===== src/rtl/regfile_write_arbiter.sv =====
`default_nettype none
// ============================================================================
// Module      : regfile_write_arbiter
// Description : Shares the single register-file write port between the ALU
//               writeback (port 0) and the load writeback (port 1). Each port
//               has a one-entry hold buffer. A round-robin arbiter drains the
//               buffers into a registered write port. The module also exports a
//               mask of registers with in-flight writes and counts contended
//               cycles.
// Revision    : 1.0 - initial release
// ============================================================================
module regfile_write_arbiter #(
    parameter int DATA_WIDTH = 64,
    parameter int ADDR_WIDTH = 5,
    parameter int CNT_WIDTH  = 16
) (
    input  logic                      clk,
    input  logic                      reset,
    input  logic                      wb0_valid,
    output logic                      wb0_ready,
    input  logic [ADDR_WIDTH-1:0]     wb0_rd,
    input  logic [DATA_WIDTH-1:0]     wb0_data,
    input  logic                      wb1_valid,
    output logic                      wb1_ready,
    input  logic [ADDR_WIDTH-1:0]     wb1_rd,
    input  logic [DATA_WIDTH-1:0]     wb1_data,
    output logic                      RegWrite,
    output logic [ADDR_WIDTH-1:0]     RD,
    output logic [DATA_WIDTH-1:0]     WriteData,
    output logic [2**ADDR_WIDTH-1:0]  pending_mask,
    output logic [CNT_WIDTH-1:0]      conflict_count
);

    localparam int                   NREGS   = 2**ADDR_WIDTH;
    localparam logic [CNT_WIDTH-1:0] CNT_MAX = '1;

    // Hold buffers
    logic                  buf0_valid_q, buf0_valid_d;
    logic [ADDR_WIDTH-1:0] buf0_rd_q,    buf0_rd_d;
    logic [DATA_WIDTH-1:0] buf0_data_q,  buf0_data_d;
    logic                  buf1_valid_q, buf1_valid_d;
    logic [ADDR_WIDTH-1:0] buf1_rd_q,    buf1_rd_d;
    logic [DATA_WIDTH-1:0] buf1_data_q,  buf1_data_d;

    // Round-robin pointer: 0 favours port 0, 1 favours port 1
    logic                  rr_q, rr_d;

    // Registered write port
    logic                  regwrite_q, regwrite_d;
    logic [ADDR_WIDTH-1:0] rd_q,       rd_d;
    logic [DATA_WIDTH-1:0] wdata_q,    wdata_d;

    logic [CNT_WIDTH-1:0]  cnt_q,      cnt_d;

    logic                  grant0, grant1, grant_any;
    logic                  accept0, accept1;
    logic [ADDR_WIDTH-1:0] grant_rd;
    logic [DATA_WIDTH-1:0] grant_data;

    // Grant comes straight from buffer state; the pointer only breaks ties.
    assign grant0    = buf0_valid_q & (~buf1_valid_q | ~rr_q);
    assign grant1    = buf1_valid_q & (~buf0_valid_q |  rr_q);
    assign grant_any = grant0 | grant1;

    // A buffer being drained this cycle can take a new entry on the same edge.
    assign wb0_ready = ~buf0_valid_q | grant0;
    assign wb1_ready = ~buf1_valid_q | grant1;
    assign accept0   = wb0_valid & wb0_ready;
    assign accept1   = wb1_valid & wb1_ready;

    assign grant_rd   = grant1 ? buf1_rd_q   : buf0_rd_q;
    assign grant_data = grant1 ? buf1_data_q : buf0_data_q;

    assign RegWrite       = regwrite_q;
    assign RD             = rd_q;
    assign WriteData      = wdata_q;
    assign conflict_count = cnt_q;

    // Next-state for buffers, pointer, write port and conflict counter
    always_comb begin
        buf0_valid_d = buf0_valid_q;
        buf0_rd_d    = buf0_rd_q;
        buf0_data_d  = buf0_data_q;
        buf1_valid_d = buf1_valid_q;
        buf1_rd_d    = buf1_rd_q;
        buf1_data_d  = buf1_data_q;
        rr_d         = rr_q;
        regwrite_d   = 1'b0;
        rd_d         = rd_q;
        wdata_d      = wdata_q;
        cnt_d        = cnt_q;

        if (accept0) begin
            buf0_valid_d = 1'b1;
            buf0_rd_d    = wb0_rd;
            buf0_data_d  = wb0_data;
        end else if (grant0) begin
            buf0_valid_d = 1'b0;
        end

        if (accept1) begin
            buf1_valid_d = 1'b1;
            buf1_rd_d    = wb1_rd;
            buf1_data_d  = wb1_data;
        end else if (grant1) begin
            buf1_valid_d = 1'b0;
        end

        // After serving a port, favour the other one
        if (grant0) begin
            rr_d = 1'b1;
        end else if (grant1) begin
            rr_d = 1'b0;
        end

        // x0 writes are consumed but never enabled on the register file
        if (grant_any) begin
            regwrite_d = (grant_rd != '0);
            rd_d       = grant_rd;
            wdata_d    = grant_data;
        end

        if (buf0_valid_q && buf1_valid_q && (cnt_q != CNT_MAX)) begin
            cnt_d = cnt_q + 1'b1;
        end
    end

    // State registers with asynchronous active-low clear
    always_ff @(posedge clk or negedge reset) begin
        if (!reset) begin
            buf0_valid_q <= 1'b0;
            buf0_rd_q    <= '0;
            buf0_data_q  <= '0;
            buf1_valid_q <= 1'b0;
            buf1_rd_q    <= '0;
            buf1_data_q  <= '0;
            rr_q         <= 1'b0;
            regwrite_q   <= 1'b0;
            rd_q         <= '0;
            wdata_q      <= '0;
            cnt_q        <= '0;
        end else begin
            buf0_valid_q <= buf0_valid_d;
            buf0_rd_q    <= buf0_rd_d;
            buf0_data_q  <= buf0_data_d;
            buf1_valid_q <= buf1_valid_d;
            buf1_rd_q    <= buf1_rd_d;
            buf1_data_q  <= buf1_data_d;
            rr_q         <= rr_d;
            regwrite_q   <= regwrite_d;
            rd_q         <= rd_d;
            wdata_q      <= wdata_d;
            cnt_q        <= cnt_d;
        end
    end

    // Pending mask: buffered entries plus the write currently on the port; x0 never pending
    always_comb begin
        pending_mask = '0;
        for (int r = 1; r < NREGS; r++) begin
            if ((buf0_valid_q && (buf0_rd_q == ADDR_WIDTH'(r))) ||
                (buf1_valid_q && (buf1_rd_q == ADDR_WIDTH'(r))) ||
                (regwrite_q   && (rd_q      == ADDR_WIDTH'(r)))) begin
                pending_mask[r] = 1'b1;
            end
        end
    end

endmodule
`default_nettype wire


===== config.mk =====
export PLATFORM = sky130hd
export DESIGN_NAME = regfile_write_arbiter
export DESIGN_NICKNAME = d
export VERILOG_FILES = /design/src/rtl/regfile_write_arbiter.sv
export SDC_FILE = /design/constraint.sdc
export NUM_CORES = 1
export LEC_CHECK = 0
export CAP_MARGIN = 40
export CORE_MARGIN = 1
export CORE_UTILIZATION = 46
export CTS_BUF_LIST = sky130_fd_sc_hd__clkbuf_2 sky130_fd_sc_hd__clkbuf_4 sky130_fd_sc_hd__clkbuf_8
export DETAILED_ROUTE_END_ITERATION = 12
export GPL_TIMING_DRIVEN = 0
export PLACE_DENSITY = 0.75
export SYNTH_ARGS = -nofsm -noshare
export SYNTH_HDL_FRONTEND = slang
export SYNTH_SLANG_ARGS = --single-unit

===== constraint.sdc =====
create_clock -name clk -period 1.79 [get_ports clk]
set_clock_uncertainty 0.05 [all_clocks]
set_input_delay 0.4475 -clock clk [delete_from_list [all_inputs] [get_ports clk]]
set_output_delay 0.4475 -clock clk [all_outputs]
set_load 0.005 [all_outputs]

==> flow_summary.toml <==
[timing]
relSlewSlack = 0.661
fin_crit_sh = 1.39
fin_ws_ns = -0.701
report.final.slew_viol_count = 0
fmax_mhz = 401
finalHoldViolations = 0
finalCriticalPeriod_ns = 2.49
worst_slew_pin_slew_ns = 0.508
finalSetupViolCount = 251
rsz0062_at_grt = "true"

[floorplan]
die_h_um = 150
io-pin-count = 262
fp.dieW_um = 150
core-area_mm2 = 0.0212
dieArea_mm2 = 0.0224
start_util = 0.472
rows = 53

[layout]
drive_gt1_frac = 0.496
final_nets = 1458
syn_to_final_growth_pct = 72.5
diodes = 0

[drt]
ant_nets = 0
num_vias = 9082
via_per_inst = 5.62
wirelength_um = 36400
wl_per_cell_um = 22.5
firstDrtPassIters = 5
drc = 0
first_iter_violations = 487

[logic_synthesis]
ys_ff_latch = 227
synth_fp_nets = 982
syn_area_mm2 = 0.0100
synth_cell_type_count = 43
yosysWarningCount = 0
syn_area_per_cell_um2 = 11.9
seq_area_frac_synth = 0.567
syn_inst = 839

[pwr]
power_frac_comb = 0.467
clkPwrFrac = 0.197
p_per_area_mw_per_mm2 = 1420
ir_drop_uv = 844
p_sw_frac = 0.342
pwr-share-seq = 0.336
power.total_mw = 24.6
internal-power_mw = 16.2
total_leakage_power_nw = 7.84
switchingPower_mw = 8.40

[place]
port_buffers = 260
finalWeightedCongestion = 0.888
dp_hpwl_um = 19300
pre_cts_ws_ns = -0.855

[worst_setup_path]
worst_r2r_endpoint = "buf0_data_q[45]"
startpoint_type = "flop"
worstReg2RegStart = "buf0_valid_q"
r2r_slack_ns = -0.41
crit_fanout = 4
crit_path_end_kind = "primary output"
reg2reg_depth = 11
criticalPathCategory = "reg -> out"
worstPathArrival_ns = 1.99
critical_path_required_ns = 1.29

[global_route]
overflow = 0
grt_pass1_vias = 8859
antenna_found_initial = 1
grt_first_pass_wirelength_um = 48200
grt_max_degree = 91
grtUsageTotal = 0.281

[clocking]
cts_buffers = 38
clk_pin_slew_ns = 0.06
clock_path_buffers = 3
clockRootBuffer = "clkbuf_8"
cts.sinks = 227
insertion_delay_ns = 0.52
cts_tree = "built"
htree_levels = 2

[outcome]
violations = "negative setup slack"
status = "complete, but fails checks"

[job]
drv_cap = 0

[hold_path]
hold_class = "in -> async"
-- cell type report --
cell class              count  area, µm²
fillers                  1159       3930
well taps                 275        344
repair buffers            439       4420
multi-input cells         561       5290
clock inverters             3       42.5
inverters                   3       11.3
clock buffers              62        753
flip-flops and latches    227       5700
plain buffers              45        739
-- kinds of logic after synthesis --
logic type                 count (synthesis)  share of synthesized area
xor gates and xnor gates                  11                    0.00961
other                                      1                   0.000374
muxes                                    210                      0.228
buffers and inverters                     53                     0.0257
DFF                                      227                      0.567
AOI/OAI and AO/OA                        110                     0.0658
and+or+nand+nor                          226                      0.103
adders and majority gates                  1                    0.00125
-- metrics by stage --
| step | hold WS (ns) | setup TNS [ns] | std cells | utilization | instance area (µm²) |
|---|---|---|---|---|---|
| after global routing | 0.439 | -81.33 | 1615 | 0.815 | 17300 |
| after CTS | 0.402 | -15.62 | 1561 | 0.719 | 15300 |
| after detailed placement | 0.362 | -73.40 | 1376 | 0.615 | 13000 |
| final | 0.399 | -70.21 | 1615 | 0.815 | 17300 |
| after floorplan | 0.102 | 0 | 839 | - | 10000 |
| after global placement | 0.423 | -2183.42 | 1374 | 0.612 | 13000 |
-- worst max path at each step --
stage | end | slack (ns) | cells after the start | start
2_1_floorplan | pending_mask[2] | 0.002 | 5 | RD[1]
3_3_place_gp | buf0_rd_q[0] | -9.32 | 1 | reset
3_5_place_dp | pending_mask[29] | -0.85 | 6 | buf0_rd_q[0]
4_1_cts | pending_mask[16] | -0.58 | 6 | RD[4]
5_1_grt | pending_mask[11] | -0.74 | 6 | buf0_rd_q[4]
6_report | pending_mask[10] | -0.70 | 7 | buf0_rd_q[4]
-- sequential cells by signal, summed over array words and instances (netlist names) --
register	count
WriteData	64
buf0_data_q	64
buf1_data_q	64
conflict_count	16
RD	5
buf0_rd_q	5
buf1_rd_q	5
RegWrite	1
buf0_valid_q	1
buf1_valid_q	1
rr_q	1
-- synth_stat cells --
library cell,count,share of area
dfrtp_1,227,0.57
mux2_2,138,0.16
nor2_1,89,0.033
nand2_1,74,0.028
a21oi_1,70,0.035
mux2i_1,69,0.069
buf_2,26,0.013
clkbuf_1,18,0.0067
a22oi_1,16,0.012
a32oi_1,14,0.012
nor2b_1,14,0.0087
nor3_1,10,0.0050
nand2b_1,8,0.0050
nand4_1,7,0.0044
xor2_1,6,0.0052
and3_1,5,0.0031
xnor2_1,5,0.0044
and2_1,4,0.0025
o21ai_0,4,0.0020
buf_4,3,0.0022
inv_1,3,0.0011
nand3_1,3,0.0015
buf_6,2,0.0022
mux2_1,2,0.0022
nand2_2,2,0.0012
nor3b_1,2,0.0015
o31ai_1,2,0.0015
a21boi_0,1,0.00075
a21o_1,1,0.00075
a222oi_1,1,0.0010
a31oi_1,1,0.00062
and2_4,1,0.00087
and3_2,1,0.00075
buf_1,1,0.00037
conb_1,1,0.00037
ha_1,1,0.0012
mux2_4,1,0.0015
nand4_4,1,0.0021
nand4bb_1,1,0.0011
nor2_2,1,0.00062
nor4_4,1,0.0021
or2_2,1,0.00062
or3_2,1,0.00075
-- cells in the final DEF (no fill, tap or decap), types with 41 or more instances in the layout --
cell type,n
dfrtp_1,213
clkdlybuf4s50_1,140
mux2_2,136
buf_4,95
dlygate4sd2_1,81
buf_6,64
nand2_1,62
clkbuf_8,49
mux2i_1,46
a21oi_1,41
-- worst max-delay path: stages, from the launching register on --
cell and delay, ns:
dfrtp_2 0.44, nand2b_4 0.20, buf_6 0.14, nor3b_4 0.28, buf_4 0.16, nand2_1 0.05, nand2_1 0.09, buf_2 0.12
-- repair_timing --
| item | in CTS | in global routing |
|---|---|---|
| setup buffers | 124 | 31 |
| pin swaps | 75 | 69 |
| endpoints found under the hold margin | 58 | 0 |
| gates cloned | 0 | 26 |
| endpoints found under the setup margin | 334 | 161 |
| hold buffers | 1 | 0 |
| resized for setup | 427 | 318 |
-- power by group through the flow --
stage               sequential (mW)  combinational (mW)  clock, mW
finish                         8.25                11.5       4.85
global route                   8.42                12.0       5.17
CTS                            7.88                8.54       4.89
detailed placement             7.98                7.02          0
global placement               7.96                6.90          0
floorplan                      7.78                3.50          0
-- per-layer routing --
metal,GRT usage,routed length (µm),part of all wire
met1,0.338,13400,0.37
met2,0.465,18200,0.50
met3,0.0970,3330,0.092
met4,0.101,1360,0.037
met5,0,0,0
(Power assumes the default switching activity.)
